**src/rtl/fpu_pkg.sv**
```systemverilog
// fpu_pkg: binary32 field widths, exponent bias and rounding-mode encodings shared by the FPU blocks.
package fpu_pkg;
   localparam logic [1:0] RM_RNE = 2'b00;
   localparam logic [1:0] RM_RTZ = 2'b01;
   localparam logic [1:0] RM_RDN = 2'b10;
   localparam logic [1:0] RM_RUP = 2'b11;
   localparam int FP32_BIAS   = 127;
   localparam int FP32_MANT_W = 23;
   localparam int FP32_EXP_W  = 8;
endpackage

```
**src/rtl/itof_lzc.sv**
```systemverilog
// itof_lzc: leading-zero count of a W-bit word; lz = W and zero = 1 for an all-zero input.
module itof_lzc #(
   parameter int W  = 32,
   parameter int CW = $clog2(W + 1)
) (
   input  logic [W-1:0]  d,
   output logic [CW-1:0] lz,
   output logic          zero
);
   always_comb begin
      lz = CW'(W);
      for (int i = 0; i < W; i++)
         if (d[i]) lz = CW'(W - 1 - i);
   end
   assign zero = ~|d;
endmodule

```
**src/rtl/itof_stream.sv**
```systemverilog
// itof_stream: 3-stage valid/ready pipeline converting a signed/unsigned integer to IEEE-754 binary32.
module itof_stream
   import fpu_pkg::*;
#(
   parameter int IN_W = 32
) (
   input  logic            clk,
   input  logic            reset,
   input  logic            in_valid,
   output logic            in_ready,
   input  logic [IN_W-1:0] in_data,
   input  logic            in_signed,
   input  logic [1:0]      in_rm,
   output logic            out_valid,
   input  logic            out_ready,
   output logic [31:0]     out_data,
   output logic            out_inexact
);
   localparam int LAT = 3;
   localparam int CW  = $clog2(IN_W + 1);
   localparam int NW  = IN_W + FP32_MANT_W + 2;

   logic [LAT-1:0]         vld;
   logic                   en;
   logic                   in_neg;
   logic                   s1_sign;
   logic [IN_W-1:0]        s1_mag;
   logic [1:0]             s1_rm;
   logic [CW-1:0]          lz;
   logic                   lz_zero;
   logic [NW-1:0]          norm;
   logic                   s2_sign;
   logic                   s2_zero;
   logic                   s2_guard;
   logic                   s2_sticky;
   logic [1:0]             s2_rm;
   logic [FP32_EXP_W-1:0]  s2_exp;
   logic [FP32_MANT_W-1:0] s2_mant;
   logic                   inc;
   logic [FP32_MANT_W:0]   rnd;
   logic [31:0]            res;

   assign en        = ~vld[LAT-1] | out_ready;
   assign in_ready  = en;
   assign out_valid = vld[LAT-1];
   assign in_neg    = in_signed & in_data[IN_W-1];

   always_ff @(posedge clk)
      if (!reset) vld <= '0;
      else if (en) vld <= {vld[LAT-2:0], in_valid};

   // Magnitude stays IN_W wide: the most negative value negates to 2^(IN_W-1) unsigned.
   always_ff @(posedge clk)
      if (!reset) begin
         s1_sign <= 1'b0;
         s1_mag  <= '0;
         s1_rm   <= '0;
      end else if (en) begin
         s1_sign <= in_neg;
         s1_mag  <= in_neg ? -in_data : in_data;
         s1_rm   <= in_rm;
      end

   itof_lzc #(.W(IN_W), .CW(CW)) u_lzc (
      .d    (s1_mag),
      .lz   (lz),
      .zero (lz_zero)
   );

   // Shifting one past the leading one drops the hidden bit; mantissa, guard and sticky follow.
   assign norm = {s1_mag, {(FP32_MANT_W + 2){1'b0}}} << (int'(lz) + 1);

   always_ff @(posedge clk)
      if (!reset) begin
         s2_sign   <= 1'b0;
         s2_zero   <= 1'b1;
         s2_rm     <= '0;
         s2_exp    <= '0;
         s2_mant   <= '0;
         s2_guard  <= 1'b0;
         s2_sticky <= 1'b0;
      end else if (en) begin
         s2_sign   <= s1_sign;
         s2_zero   <= lz_zero;
         s2_rm     <= s1_rm;
         s2_exp    <= FP32_EXP_W'(FP32_BIAS + IN_W - 1 - int'(lz));
         s2_mant   <= norm[NW-1 -: FP32_MANT_W];
         s2_guard  <= norm[NW-1-FP32_MANT_W];
         s2_sticky <= |norm[NW-2-FP32_MANT_W:0];
      end

   // Truncation (RTZ) is the fall-through case; a mantissa carry-out leaves zeros behind and bumps the exponent.
   always_comb begin
      inc = (s2_rm == RM_RNE) ? s2_guard & (s2_sticky | s2_mant[0]) :
            (s2_rm == RM_RDN) ? s2_sign & (s2_guard | s2_sticky) :
            (s2_rm == RM_RUP) ? ~s2_sign & (s2_guard | s2_sticky) : 1'b0;
      rnd = {1'b0, s2_mant} + {{FP32_MANT_W{1'b0}}, inc};
      res = s2_zero ? '0 : {s2_sign, s2_exp + FP32_EXP_W'(rnd[FP32_MANT_W]), rnd[FP32_MANT_W-1:0]};
   end

   always_ff @(posedge clk)
      if (!reset) begin
         out_data    <= '0;
         out_inexact <= 1'b0;
      end else if (en) begin
         out_data    <= res;
         out_inexact <= s2_guard | s2_sticky;
      end
endmodule

```
**config.mk**
```make
export PLATFORM = sky130hd
export DESIGN_NAME = itof_stream
export DESIGN_NICKNAME = d
export VERILOG_FILES = /design/src/rtl/fpu_pkg.sv /design/src/rtl/itof_lzc.sv /design/src/rtl/itof_stream.sv
export SDC_FILE = /design/constraint.sdc
export NUM_CORES = 1
export LEC_CHECK = 0
export CAP_MARGIN = 20
export CORE_ASPECT_RATIO = 0.9
export CORE_UTILIZATION = 54
export CTS_BUF_LIST = sky130_fd_sc_hd__clkbuf_4
export CTS_CLUSTER_SIZE = 40
export DETAILED_ROUTE_END_ITERATION = 8
export PLACE_DENSITY = 0.8
export RECOVER_POWER = 50
export SLEW_MARGIN = 10
export SYNTH_ARGS = -nofsm -noshare
export SYNTH_HDL_FRONTEND = slang
export SYNTH_SLANG_ARGS = --single-unit
export TNS_END_PERCENT = 20
```
**constraint.sdc**
```tcl
create_clock -name clk -period 3.7 [get_ports clk]
set_clock_uncertainty 0.15 [all_clocks]
set_input_delay 0.74 -clock clk [delete_from_list [all_inputs] [get_ports clk]]
set_output_delay 0.74 -clock clk [all_outputs]
set_load 0.02 [all_outputs]
```
### Word-level counts from Yosys, hierarchy flattened

Cells that the tools add are included.

* register bits: 108
* input port bits: 39
* logic and storage cells: 71

* add/subtract/negate cells: 5
* equality and inequality tests: 2
* shifts and indexed selects: 1
* muxes and demuxes: 37
* bitwise gates (word level): 9
* reductions and logical operators: 4

Operators by type and width (count)
* $mux 6: 32
* $mux 32: 2
* $shl 57x7->57: 1
* $reduce_or 33->1: 1
* $neg 32->32: 1
* $reduce_or 32->1: 1
* $add 23x1->24: 1
* $add 8x1->8: 1
* $sub 8x6->8 const A: 1
* $add 6x1->7 const B: 1
* $and 1x1->1: 4
* $eq 2x2->1 const B: 2
* $mux 1: 3
* $or 1x1->1: 3
* $logic_not 2->1: 1
* $not 1->1: 2
* $logic_not 1->1: 1

### Depth between registers and ports, before layout

* depth after elaboration: 35
* mapped depth: 19
* mapped depth without buffers: 18

### By module

Synthesis repeated with hierarchy kept, for this count alone.

* cells, all modules: 852
* area total of the unflattened synthesis: 6871.6 sq um

By module, submodules not included
* itof_stream: instances 1, cells an instance 786, area an instance 6477.5 sq um
* itof_lzc: instances 1, cells an instance 66, area an instance 394.1 sq um

### Worst setup path after synthesis

Ideal clock, no wire load.

* path type: register to register
* start: reg s1_mag[18]
* end: reg s2_mant[17]
* data arrival time: 3539 ps
* data required time: 3422 ps
* setup slack: -116 ps
* cell stages (with the launch flop): 16
* path buffers: 5
* period minus slack after synthesis: 3816 ps
* cell sequence: dfxtp_1 buf_4 or3_4 a2111oi_4 a211o_1 buf_6 inv_6 buf_4 ha_1 buf_1 buf_1 mux4_2 mux2i_1 mux2i_1 a222oi_1 nor2_1

* longest elaborated chain between the ends: 16

RTL lines
* from (decl): RTL line itof_stream.sv:27 `logic [IN_W-1:0] s1_mag;`
* from (signal assigned): RTL line itof_stream.sv:60 `s1_mag <= in_neg ? -in_data : in_data;`
* $mux 6 (14 in series): RTL line itof_lzc.sv:13 `if (d[i]) lz = CW'(W - 1 - i);`
* named net lz[0]: RTL line itof_stream.sv:29 `logic [CW-1:0] lz;`
* $add 6x1->7: RTL line itof_stream.sv:71 `assign norm = {s1_mag, {(FP32_MANT_W + 2){1'b0}}} << (int'(lz) + 1);`
* $shl 57x7->57: RTL line itof_stream.sv:71
* to (signal assigned): RTL line itof_stream.sv:87 `s2_mant <= norm[NW-1 -: FP32_MANT_W];`
* to (decl): RTL line itof_stream.sv:38 `logic [FP32_MANT_W-1:0] s2_mant;`

The timed path passes the listed nets, and every way through them passes these cells.
A chain may end at the register's enable or synchronous reset.

### Worst setup path after layout

* start: reg s1_mag[13]
* end: reg s2_mant[16]

* longest elaborated chain between the ends: 21

RTL lines (RTL line)
* $mux 6 (19 in series): itof_lzc.sv:13
* $add 6x1->7: itof_stream.sv:71
* $shl 57x7->57 *: itof_stream.sv:71

Mark *: on every way between the ends. The rest lies on a longest branch, timed or not.

==> results.py <==
metrics = {
    "drt": {
        "route.detailed.drc": 0,
        "via_count": 6771,
        "routed_wl_mm": 18.4,
        "wl_per_cell_um": 16.7,
        "ant_nets": 0,
        "viasPerCell": 6.13,
        "initialDrtViolationCount": 626,
        "dr.pass1.iters": 6,
    },
    "synthesis": {
        "synth_compound_area_share_pct": 24.0,
        "syn-instance-count": 853,
        "syn_nets": 898,
        "async_reset_ff_share_pct": 0,
        "syn-mean-instance-area_um2": 8.20,
        "synth_seq_area_share_pct": 30.9,
        "netlist_area_um2": 6990,
        "synthTopCellsByArea": "dfxtp_1 31%, nor2_1 5.8%, mux2i_1 5.0%",
        "muxShareOfSynthArea_pct": 10.8,
        "synth_enable_flop_cells": 0,
        "synth.largest_area_cell": "dfxtp_1",
        "synthAdderAreaFrac_pct": 1.07,
        "synth_top_family_by_area": "compound AO/OA/AOI/OAI gates",
        "synth-seq-cells": 108,
        "yosys_most_used_dff": "dfxtp_1",
        "synth_top_area_share_pct": 30.9,
        "synthXorXnorAreaFrac_pct": 7.14,
        "synth.distinct_cells": 75,
        "ys.warnings.count": 0,
        "synth-simple-area-share_pct": 20.8,
    },
    "sta": {
        "finalMaxSlewViolations": 0,
        "finalCriticalPeriod_ps": 3590,
        "slew_headroom_pct": 4.09,
        "hold_viol": 0,
        "fmaxAchievable_ghz": 0.278,
        "setup_violations": 0,
        "worstMarginPinSlew_ps": 1440,
        "period_share_pct": 97.2,
    },
    "layout": {
        "area_growth_pct": 20.7,
        "drive_gt1_share_pct": 14.9,
        "nets": 980,
        "final_common_cell": "nor2_1",
        "mostFrequentLayoutCells": "106 x nor2_1, 104 x dfxtp_1, 76 x nand2_1",
        "utilization_pct": 66.7,
    },
    "global_routing": {
        "grt_pass1_vias": 5992,
        "grt_pass1_wl_mm": 29.9,
        "grt_overflow": 0,
        "grt_use_total_pct": 28.5,
        "grt_start_max_net_pins": 84,
        "antenna_found_initial": 1,
    },
    "die": {
        "core_area_um2": 12600,
        "die_w_um": 122,
        "initial_core_util_pct": 55.3,
        "pin_count": 74,
        "die_y_um": 110,
        "die_area_um2": 13400,
        "rows": 39,
    },
    "critical_path": {
        "cp_common_cell": "buf_4",
        "max_stage_delay_ps": 360,
        "critical_path_arrival_ps": 3900,
        "critical_path_class": "flip-flop to flip-flop",
        "cpMaxStageDelayCell": "a2111oi_2",
        "critPathMaxFanout": 9,
        "crit_chain": "buf_4 > or2_2 > a311oi_2 > o21ai_1 > a211oi_2 > nor3_2 > ha_4 > a31oi_1 > nor2_1 > a2111oi_2 > buf_4 > nor2b_2 > buf_4 > a32oi_1 > o21a_1 > a31oi_1",
        "required_ps": 4010,
        "critPathLaunchType": "flip-flop",
        "cp-end-kind": "flip-flop",
    },
    "status": {
        "outcome": "finished, final reports clean",
    },
    "cts": {
        "cts_inserted_buffers": 9,
        "clk_pin_slew_ps": 180,
        "cts_max_path_buffers": 2,
        "root_buffer": "clkbuf_4",
        "hold_buffers": 0,
        "cts_sinks": 108,
        "cts_tree": "yes",
        "clkLatencyLatePin_ps": 510,
        "htree_levels": 3,
    },
    "power_and_ir_drop": {
        "fin_total_pwr_uw": 3920,
        "p_per_area_nw_per_um2": 464,
        "ir_drop_mv": 0.278,
        "p_leak_uw": 0.00333,
    },
    "placement": {
        "portBuffers": 73,
        "hpwl_mm": 13.7,
        "gp_congestion": 0.970,
    },
    "job": {
        "cap_violations": 0,
    },
    "hold_path": {
        "hold_path.class": "flip-flop to flip-flop",
    },
}
==> timing repair <==
item / CTS / global route
endpoints found under the setup margin: 0 / 25
hold endpoints to repair: 0 / 0
gates resized for setup: 0 / 26
setup buffers: 0 / 2
==> layout make-up <==
type | instances | area, µm²
fill | 1062 | 4200
multi-input combinational | 662 | 4570
timing repair buffer | 138 | 1280
tap | 164 | 205
clock buffer | 9 | 67.6
antenna | 1 | 2.50
sequential | 108 | 2170
clock inverter | 7 | 81.3
inverter | 16 | 65.1
==> power breakdown <==
part / internal (µW) / leakage [µW] / switching [µW]
Clock: 216 / 0.0000764 / 431
Sequential: 1320 / 0.000891 / 166
Combinational: 841 / 0.00236 / 941
==> kinds of logic after synthesis <==
logic type | after synthesis
compound gates | 242
xor+xnor | 54
fa+ha+maj | 6
buf+inv | 83
flops | 108
mux | 56
simple gates | 304
==> critical path, delay by kind of cell (launching register included) <==
kind	cells	cell delay [ps]
flip-flops	1	350
adder cells (fa/ha/maj)	1	190
AO/OA/AOI/OAI	8	1710
AND/OR/NAND/NOR	4	640
buffers and inverters	3	540
==> flip-flops by register name (all words and copies together), names as in the netlist, 2 cells and up <==
register,count
s1_mag,32
s2_exp,8
s1_rm,2
out_data,32
s2_mant,23
s2_rm,2
vld,3
==> through the flow <==
stage	worst slack, ps	setup TNS (ps)	hold WS, ps	std cells	area [µm²]
floorplan	0.0586	0	282	853	7010
global placement	61.7	0	290	1085	8170
detailed placement	25.5	0	295	1085	8170
CTS	3.95	0	316	1101	8320
global route	-26.4	-35.6	333	1105	8430
finish	105	0	311	1105	8430
==> metal layers <==
layer	track usage [%]	vias to the layer above	part of all wire (%)
met4	10.8	0	2.1
met5	0	-	0
met3	4.77	32	6.2
met2	45.4	254	46
met1	38.6	3154	46
li1	-	3331	-
==> path summary, 6_finish.rpt <==
| path | start | end | slack (ps) | cells past startpoint |
|---|---|---|---|---|
| setup / recovery | s1_mag[13] | s2_mant[16] | 110 | 16 |
| hold / removal | out_data[0] | out_data[0] | 310 | 2 |
| setup reg to reg | s1_mag[13] | s2_mant[16] | 110 | 16 |
| hold reg to reg | out_data[0] | out_data[0] | 310 | 2 |
==> synth_stat cells, types with 5 or more instances <==
cell type,n
ha_1,6
inv_1,13
clkbuf_1,44
mux2i_1,35
a311oi_1,5
a211oi_1,33
buf_1,6
nor3_1,18
o31ai_1,5
xnor2_1,30
nand2_1,77
nor4_1,8
dfxtp_1,108
mux4_2,15
nand2b_1,5
a21oi_1,55
nand3_1,24
nor2_1,108
or3_1,8
o211ai_1,12
a2111oi_0,5
xor2_1,22
nand4_1,8
a21o_1,5
buf_2,11
or4_1,5
nand3b_1,5
o21ai_0,24
nor2b_1,7
and3_1,11
a221oi_1,6
a31oi_1,10
a22oi_1,45
mux2_2,6
(Power assumes the default switching activity.)
